$ cat config.mk
export PLATFORM = sky130hd
export DESIGN_NAME = word_pack_arb
export DESIGN_NICKNAME = d
export VERILOG_FILES = /design/src/rtl/word_pack_arb.sv
export SDC_FILE = /design/constraint.sdc
export NUM_CORES = 1
export LEC_CHECK = 0
export CAP_MARGIN = 40
export CORE_ASPECT_RATIO = 0.6
export CORE_UTILIZATION = 42
export DETAILED_ROUTE_END_ITERATION = 12
export PLACE_DENSITY = 0.67
export SYNTH_ARGS = -nofsm -noshare
export SYNTH_HDL_FRONTEND = slang
export SYNTH_SLANG_ARGS = --single-unit
$ cat constraint.sdc
create_clock -name clk -period 3.95 [get_ports clk]
set_input_delay 0.9875 -clock clk [delete_from_list [all_inputs] [get_ports clk]]
set_output_delay 0.9875 -clock clk [all_outputs]
set_load 0.01 [all_outputs]
$ cat src/rtl/word_pack_arb.sv
// word_pack_arb: round-robin shared byte-to-word packer.
// Ports: s0_*/s1_* byte streams in, m_* 32-bit word stream out.
module word_pack_arb #(
  parameter logic [7:0] PAD_BYTE = 8'h00
) (
  input  logic        clk,
  input  logic        rst_n,
  input  logic        s0_valid,
  input  logic [7:0]  s0_data,
  input  logic        s0_last,
  output logic        s0_ready,
  input  logic        s1_valid,
  input  logic [7:0]  s1_data,
  input  logic        s1_last,
  output logic        s1_ready,
  output logic        m_valid,
  output logic [31:0] m_data,
  output logic        m_src,
  output logic [2:0]  m_bytes,
  input  logic        m_ready
);

  typedef enum logic [1:0] {
    IDLE,
    COLLECT,
    EMIT
  } state_t;

  state_t      state;
  logic        grant;
  logic        rr;
  logic [1:0]  cnt;
  logic [31:0] word;

  logic        idle_gnt;
  logic        hs;
  logic [7:0]  bdata;
  logic        blast;
  logic [31:0] word_nx;

  // Contention goes to rr; otherwise whoever is valid.
  assign idle_gnt = (s0_valid && s1_valid) ? rr : s1_valid;

  assign hs = grant ? (s1_valid && s1_ready)
                    : (s0_valid && s0_ready);
  assign bdata = grant ? s1_data : s0_data;
  assign blast = grant ? s1_last : s0_last;

  // Lane 0 is the most significant byte.
  always_comb begin
    word_nx = word;
    unique case (cnt)
      2'd0: word_nx[31:24] = bdata;
      2'd1: word_nx[23:16] = bdata;
      2'd2: word_nx[15:8]  = bdata;
      2'd3: word_nx[7:0]   = bdata;
      default: word_nx = word;
    endcase
  end

  always_ff @(posedge clk) begin
    if (!rst_n) begin
      state    <= IDLE;
      grant    <= 1'b0;
      rr       <= 1'b0;
      cnt      <= 2'd0;
      word     <= '0;
      s0_ready <= 1'b0;
      s1_ready <= 1'b0;
      m_valid  <= 1'b0;
      m_data   <= '0;
      m_src    <= 1'b0;
      m_bytes  <= 3'd0;
    end else begin
      unique case (state)
        IDLE: begin
          if (s0_valid || s1_valid) begin
            grant    <= idle_gnt;
            cnt      <= 2'd0;
            word     <= {4{PAD_BYTE}};
            s0_ready <= !idle_gnt;
            s1_ready <= idle_gnt;
            state    <= COLLECT;
          end
        end
        COLLECT: begin
          if (hs) begin
            word <= word_nx;
            cnt  <= cnt + 2'd1;
            if (blast || cnt == 2'd3) begin
              // Output word is only loaded here, so it
              // survives IDLE/COLLECT of the next word.
              s0_ready <= 1'b0;
              s1_ready <= 1'b0;
              m_valid  <= 1'b1;
              m_data   <= word_nx;
              m_src    <= grant;
              m_bytes  <= {1'b0, cnt} + 3'd1;
              state    <= EMIT;
            end
          end
        end
        EMIT: begin
          if (m_ready) begin
            m_valid <= 1'b0;
            rr      <= ~grant;
            state   <= IDLE;
          end
        end
        default: begin
          state    <= IDLE;
          s0_ready <= 1'b0;
          s1_ready <= 1'b0;
          m_valid  <= 1'b0;
        end
      endcase
    end
  end

endmodule

==> results.md <==
* Die Area at 8130 um2
* Setup TNS Final at 0 ns
* Buffers on Ports at 61
* Worst setup margin at 1.33 ns
* PD cells at 441 nW/um2
* Leak pwr at 0.00143 uW
* Core Area at 7390 um2
* Design area at 4270 um2
* Slew HR at 45.0%
* Share of cells above drive strength 1 at 7.21%
* DIE HEIGHT at 70.2 um
* Drt wl/cell at 16.3 um
* Final WL at 8220 um
* Hold Vio Cnt, Final at 0
* Status: finished, final reports clean
* CP max stage delay at 0.67 ns
* Clock network latency to the later pin of the worst-skew pair at 0.34 ns
* CP cell instances: clkdlybuf4s50_1 > and3_1 > o221ai_4 > buf_12 > nand3_1 > o21ai_0
* Crit path DAT at 2.88 ns
* Pre-Repair DR Iteration Count at 4
* Die X at 116 um
* Hold-fix buffers, CTS at 0
* Num Clock Sinks at 77
* Library cells used by synthesis at 33
* Drt initial violations at 325
* Final Util at 57.8%
* Vias in the first global route at 2494
* Area post-placement at 3920 um2
* Rows at 24
* Yosys reg bits at 77
* Critical Path End Type: register
* Total gr overflow at 0
* CTS Buffer Depth at 2
* # DRC at 0
* CP max stage cell: o221ai_4
* Routability congestion estimate at 0.813
* Worst-path fanout max at 41
* First-pass GRT wire length at 13400 um
* Worst Path Buf+Inv at 2
* Top-level I/O count at 62
* Initial Util at 44.1%
* Cts bufs inserted at 9
* Crit start category: primary input
* Final nets at 424
* Worst EP required at 4.21 ns
* TritonCTS clock tree: built
* GRT Util Overall at 22.3%
* Final Cycle Share at 66.4%
* Clock Skews at 0.00747 ns
* Vias per cell at 5.58
* Family with the most delay on the worst path: compound AO/OA/AOI/OAI gates
* RSZ-0062 raised after global routing: no
* Final setup viols at 0
* Post-synthesis sequential area ratio at 47.3%
* Synth-to-layout area growth at 31.1%
* Setup CP Type: in2reg
* Largest net degree at the start of global routing at 56
* Pre-CTS setup slack at 0.983 ns
* Root buffer cell: clkbuf_16
* H-tree levels at 3
* F_max at 381 MHz
* Initial antenna violation count at 0
* Max-slew violation count at 0
* Worst-path clk slew at 0.06 ns
* ANT cells at 0
* Hold crit path type: reg2reg
* Post-CTS resize count at 0
* Post-Syn Area at 3260 um2
* Synthesized area per cell at 9.15 um2
* Syn_nets at 383
* Via count at 2821
* Final Hold Slack at 0.469 ns
* Antenna viol nets, final at 0
* Fin crit period at 2.62 ns
* Maximum vdd ir drop at 0.246 mV
* Yosys warning total at 0
* DP HPWL at 5540 um
* Slew @ Worst Pin at 0.825 ns
* Total setup buffers inserted after CTS at 0
* Post-Synthesis Cells at 356
* Max Cap Viol at 0
==> logic make-up (layout without fill, tap and decap cells) <==
family,Yosys count,after routing,synth area share (%)
adder cells (fa/ha/maj),4,4,1.54
flip-flops,77,77,47.3
multiplexers,9,9,2.80
AND/OR/NAND/NOR,105,105,15.1
AO/OA/AOI/OAI,121,121,28.4
buffers and inverters,40,86,4.88
==> final cells by class <==
type / instances / area [um2]
clock buffer: 10 / 239
clock inverter: 6 / 110
fill: 680 / 3120
inverter: 5 / 18.8
multi-input combinational: 239 / 1570
sequential: 77 / 1540
tap: 104 / 130
timing repair buffer: 65 / 663
==> synthesized netlist by cell type (all sizes together) <==
cell type	number	share of area, %
o21ai	39	6.3
mux2i	8	2.5
nor2b	1	0.19
o22ai	1	0.19
and2	4	0.77
mux2	1	0.35
nand2	39	4.5
a21boi	2	0.46
o221ai	1	0.46
nand3	37	5.7
clkbuf	23	2.6
ha	4	1.5
and4	1	0.27
nor3	2	0.31
nor3b	2	0.46
or3	1	0.19
o211ai	36	8.9
dfxtp	77	47
a21oi	3	0.46
a31oi	1	0.19
and3b	1	0.38
buf	12	1.7
o211a	2	0.61
nor2	13	1.5
and2b	1	0.23
o31a	1	0.27
and3	3	0.58
a32o	32	9.8
inv	5	0.58
o21a	3	0.69
==> state kept, by name (all words and copies together) (netlist names) <==
| register | cells |
|---|---|
| state | 2 |
| m_bytes | 3 |
| m_data | 32 |
| s0_ready | 1 |
| grant | 1 |
| s1_ready | 1 |
| m_valid | 1 |
| m_src | 1 |
| rr | 1 |
| word | 32 |
| cnt | 2 |
==> tightest hold or removal path: stages, from the launching register on <==
cell and delay [ns]:
dfxtp_1 0.31, nand3_1 0.05, o21ai_0 0.06
==> metrics by stage <==
step | cells | power (uW)
detailed placement | 490 | 946
floorplan | 356 | 886
global route | 506 | 1950
CTS | 506 | 1900
finish | 506 | 1880
global placement | 489 | 942
==> per-layer routing <==
layer  global-route usage [%]  part of all wire, %  up-vias
li1                         -                    -     1415
met1                     32.9                   53     1318
met2                     29.9                   40       81
met3                     8.77                  7.1        7
met4                     5.13                 0.72        0
met5                        0                    0        -
==> worst paths after layout <==
kind,from,endpoint,slack (ns),cells past startpoint
setup / recovery,s1_valid,m_data[9]$_SDFFE_PN0P_,1.33,6
hold / removal,m_bytes[0]$_SDFFE_PN0P_,m_bytes[0]$_SDFFE_PN0P_,0.47,2
setup reg to reg,grant$_SDFFE_PN0P_,m_data[9]$_SDFFE_PN0P_,1.49,5
hold reg to reg,m_bytes[0]$_SDFFE_PN0P_,m_bytes[0]$_SDFFE_PN0P_,0.47,2
==> cells in the final DEF (no fill, tap or decap), types with 2 or more instances in the layout <==
cell	instances
a21boi_0	2
a21oi_1	3
a32o_1	32
and2_1	4
and3_1	3
buf_12	2
buf_4	3
bufinv_16	3
clkbuf_16	9
clkdlybuf4s50_1	60
clkinvlp_4	2
dfxtp_1	77
ha_1	4
inv_1	5
mux2i_1	8
nand2_1	39
nand3_1	37
nor2_1	13
nor3_1	2
nor3b_1	2
o211a_1	2
o211ai_1	32
o211ai_2	4
o21a_1	3
o21ai_0	38
==> power by group <==
group | switching (uW) | total, uW | leakage [uW] | internal, uW
Clock | 320 | 953 | 0.000165 | 633
Sequential | 9.02 | 792 | 0.000621 | 783
Combinational | 85.3 | 139 | 0.000645 | 53.3
(Power assumes the default switching activity.)
